## src/rtl/cirno9_sram_arb.sv

```systemverilog
// Two-master arbiter in front of the single-port sram32: m0 has fixed priority,
// m1 is forced through after STARVE_LIM consecutive denied cycles.
module cirno9_sram_arb #(
   parameter int unsigned AW         = 32,
   parameter int unsigned DW         = 32,
   parameter int unsigned STARVE_LIM = 4
) (
   input  logic            clk,
   input  logic            rst,
   input  logic            m0_req,
   input  logic [DW/8-1:0] m0_we,
   input  logic [AW-1:0]   m0_adr,
   input  logic [DW-1:0]   m0_wdat,
   output logic            m0_gnt,
   output logic            m0_rvalid,
   output logic [DW-1:0]   m0_rdat,
   input  logic            m1_req,
   input  logic [DW/8-1:0] m1_we,
   input  logic [AW-1:0]   m1_adr,
   input  logic [DW-1:0]   m1_wdat,
   output logic            m1_gnt,
   output logic            m1_rvalid,
   output logic [DW-1:0]   m1_rdat,
   output logic            sram_en,
   output logic [DW/8-1:0] sram_we,
   output logic [AW-1:0]   sram_adr,
   output logic [DW-1:0]   sram_din,
   input  logic [DW-1:0]   sram_dout
);

   localparam int unsigned BW = DW / 8;
   localparam int unsigned CW = $clog2(STARVE_LIM + 1);

   logic [CW-1:0] starve_cnt;
   logic          force_m1;
   logic          rsp_rd;
   logic          rsp_owner;

   // Grant decision and SRAM request mux; idle bus is driven to all zeros.
   always_comb begin
      force_m1 = m1_req && (starve_cnt == CW'(STARVE_LIM));
      m1_gnt   = m1_req && (!m0_req || force_m1);
      m0_gnt   = m0_req && !m1_gnt;
      sram_en  = m0_gnt || m1_gnt;
      sram_we  = '0;
      sram_adr = '0;
      sram_din = '0;
      if (m1_gnt) begin
         sram_we  = m1_we;
         sram_adr = m1_adr;
         sram_din = m1_wdat;
      end else if (m0_gnt) begin
         sram_we  = m0_we;
         sram_adr = m0_adr;
         sram_din = m0_wdat;
      end
   end

   // Starvation counter and one-deep read response tag.
   always_ff @(posedge clk or posedge rst) begin
      if (rst) begin
         starve_cnt <= '0;
         rsp_rd     <= 1'b0;
         rsp_owner  <= 1'b0;
      end else begin
         if (m1_req && !m1_gnt) begin
            if (starve_cnt != CW'(STARVE_LIM))
               starve_cnt <= starve_cnt + CW'(1);
         end else begin
            starve_cnt <= '0;
         end
         rsp_rd    <= sram_en && (sram_we == BW'(0));
         rsp_owner <= m1_gnt;
      end
   end

   // Read data is shared; the matching rvalid qualifies it.
   assign m0_rvalid = rsp_rd && !rsp_owner;
   assign m1_rvalid = rsp_rd && rsp_owner;
   assign m0_rdat   = sram_dout;
   assign m1_rdat   = sram_dout;

endmodule

```

## config.mk

```make
export PLATFORM = sky130hd
export DESIGN_NAME = cirno9_sram_arb
export DESIGN_NICKNAME = d
export VERILOG_FILES = /design/src/rtl/cirno9_sram_arb.sv
export SDC_FILE = /design/constraint.sdc
export NUM_CORES = 1
export LEC_CHECK = 0
export CORE_AREA = 2 2 120 122
export DETAILED_ROUTE_END_ITERATION = 8
export DIE_AREA = 0 0 122 124
export GPL_ROUTABILITY_DRIVEN = 0
export HOLD_SLACK_MARGIN = 0.03
export RECOVER_POWER = 50
export SLEW_MARGIN = 20
export SYNTH_ARGS = -nofsm -noshare
export SYNTH_HDL_FRONTEND = slang
export SYNTH_SLANG_ARGS = --single-unit
```

## constraint.sdc

```tcl
create_clock -name clk -period 2.58 [get_ports clk]
set_input_delay 0.258 -clock clk [delete_from_list [all_inputs] [get_ports clk]]
set_output_delay 0.258 -clock clk [all_outputs]
set_load 0.01 [all_outputs]
```

==> impl_metrics.yaml <==
clocking:
  ctsRootBufferMaster: "clkbuf_16"
  cts_buffers: 3
  clk_path_buf_depth: 2
  cts_tree: "built"
  cts_sinks: 5
  clkTransAtPathRegs_ns: 0.03
  h-tree-depth: 1
  insertion_delay_ns: 0.22
  ctsHoldBuffers: 0
logic_synthesis:
  synthTopCellsByArea: "nand2_1 (29%), buf_4 (29%), o21ai_0 (20%)"
  ys_seq_area_share_pct: 7.21
  syn_area_um2: 1740
  syn_avg_cell_area_um2: 5.46
  syn-num-nets: 492
  synth_edf_count: 0
  yosysTopAreaCellShare_pct: 29.4
  synth.distinct_cells: 22
  ys_seq_elements: 5
  ys_async_sr_fraction_pct: 100
  ys_top_cells_by_count: "nand2_1 (136), o21ai_0 (68), buf_4 (67), clkbuf_1 (12)"
  synthCells: 318
  synthFlopType: "dfrtp_1"
  yosysWarnings: 0
  yosysTopAreaCell: "nand2_1"
  synth.most_common_cell: "nand2_1"
finish:
  area_delta_synth_final_pct: 112
  layout.cells.non_filler: 635
  nNetsFinal: 630
  post-route-util_pct: 26.8
  multiInputGateArea_um2: 991
  seq_area_um2: 125
  fill_cells: 1499
  drive_above_1_share_pct: 3.08
  antenna_cells: 0
outcome:
  outcome: "finished clean"
timing:
  setup_violations: 0
  final-hold-violation-count: 0
  maxSlewViolCount: 0
  fmax_mhz: 405
  final.setup.tns_ns: 0
  tightest_slew_ns: 0.352
  slew_headroom_pct: 76.6
  finClkSkew_ns: 0.000120
  fin_ws_ns: 0.110
  period_share_pct: 95.7
  period_minus_slack_ns: 2.47
  rsz0062_at_grt: "no"
routing:
  dr.pass1.iters: 4
  detail-route-antenna-nets: 0
  wl_per_cell_um: 13.0
  drc: 0
  vias_per_cell: 3.90
  drtIter0Drc: 55
  num_vias: 2479
  routed_wl_um: 8280
setup_path:
  end_kind: "primary output"
  crit_buf_inv: 4
  worstPathCellList: "inv_1 -> ha_1 -> a31oi_4 -> buf_4 -> clkbuf_16 -> o21ai_0 -> clkdlybuf4s50_1"
  cp_data_arrival_time_ns: 2.21
  start_kind: "flip-flop"
  r2r_slack_ns: 0.84
  regToRegStartpoint: "starve_cnt[0]$_DFFE_PP0P_"
  critPathTopFamily: "buffers and inverters"
  rr_worst_depth: 7
  max_stage_delay_ns: 0.59
  crit_type: "reg2out"
  critical_path_required_ns: 2.32
  slowest_stage: "clkdlybuf4s50_1"
  r2r-end: "rsp_rd$_DFF_PP0_"
  crit_fanout: 31
pwr:
  vdd_drop_max_uv: 234
  p_clk_share_pct: 26.8
  p_switching_uw: 263
  cellLeakagePower_nw: 1.47
  combPwrFrac_pct: 64.2
  swShare_pct: 28.3
  p_seq_share_pct: 9.0
  p_int_uw: 665
  power.density_nw_per_um2: 252
global_route:
  grt_pass1_vias: 2275
  grt_usage_pct: 9.07
  grt_antenna_before_repair: 0
  grt_max_degree: 79
  grt_first_pass_wirelength_um: 10800
  overflow: 0
min_path:
  worst_hold_path_type: "in2async"
floorplanning:
  die-height_um: 124
  rows: 43
  coreArea_um2: 13700
  floorplan.initialDensity_pct: 12.6
  die-width_um: 122
  design.die.area_um2: 15100
  ios: 309
placed_design:
  pre_cts_ws_ns: 0.177
  hpwl_um: 6390
  place_inst: 627
  portBuffers: 212
run:
  drv_cap: 0
[cell families after synthesis]
kind of cell	Yosys count	synth area share, %
DFF	5	7.21
muxes	1	0.577
and+or+nand+nor	145	32.1
buffers and inverters	92	35.7
xor gates and xnor gates	1	0.505
adders and majority gates	2	1.44
AOI/OAI and AO/OA	72	22.5
[cells in the final DEF (no fill, tap or decap)]
cell type,instances
nand2b_1,1
clkdlybuf4s50_1,207
buf_12,2
clkbuf_16,5
a31oi_4,1
xnor2_1,1
ha_1,2
nand2_1,136
nor2b_1,1
buf_2,1
mux2i_1,1
a211oi_2,1
buf_4,4
dlygate4sd3_1,3
dfrtp_1,5
nor2_1,4
and2_1,1
and3_1,1
clkbuf_1,1
dlymetal6s2s_1,1
a21boi_0,1
o21ai_0,68
a22o_1,1
inv_1,5
or3_1,1
[metal layers]
| layer | track usage [%] | wire [um] | up-vias |
|---|---|---|---|
| met1 | 8.60 | 2940 | 1091 |
| met5 | 0 | 0 | - |
| met4 | 5.46 | 284 | 0 |
| li1 | - | - | 1217 |
| met3 | 3.75 | 953 | 29 |
| met2 | 16.4 | 4100 | 142 |
[area by class of cell]
| type | instances | share of cell area [%] |
|---|---|---|
| repair buffers | 220 | 60.9 |
| well taps | 180 | 6.12 |
| flip-flops and latches | 5 | 3.40 |
| multi-input cells | 221 | 26.9 |
| inverters | 5 | 0.510 |
| clock buffers | 4 | 2.14 |
[worst max-delay path by stage]
| stage | from | to | cells after the start |
|---|---|---|---|
| finish | starve_cnt[0]$_DFFE_PP0P_ | sram_din[12] | 7 |
| global route | starve_cnt[0]$_DFFE_PP0P_ | sram_din[12] | 7 |
| CTS | starve_cnt[0]$_DFFE_PP0P_ | sram_we[0] | 6 |
| detailed placement | m0_req | sram_adr[15] | 7 |
| global placement | m0_req | sram_we[0] | 6 |
| floorplan | starve_cnt[0]$_DFFE_PP0P_ | sram_adr[0] | 8 |
[per-stage QoR]
step / hold slack, ns / power, mW / area, um2
finish: 0.389 / 0.928 / 3680
detailed placement: 0.449 / 0.667 / 3530
global route: 0.436 / 0.985 / 3680
floorplan: 0.0365 / 0.366 / 1740
global placement: 0.439 / 0.657 / 3530
CTS: 0.271 / 0.923 / 3610
[registers in the layout (all words and copies together), names as in the netlist]
name,count
rsp_rd,1
starve_cnt,3
rsp_owner,1
[power groups by stage]
stage	logic, mW	clock network, mW	registers, mW
after floorplan	0.282	0	0.0843
after global placement	0.572	0	0.0845
after detailed placement	0.582	0	0.0846
after CTS	0.586	0.253	0.0838
after global routing	0.643	0.258	0.0842
final	0.595	0.249	0.0837
[what timing repair did]
item / 4_1_cts / 5_1_grt
endpoints found under the hold margin: 0 / 0
buffers inserted: 0 / 2
endpoints found under the setup margin: 0 / 7
resized for setup: 0 / 1
(Power assumes the default switching activity.)
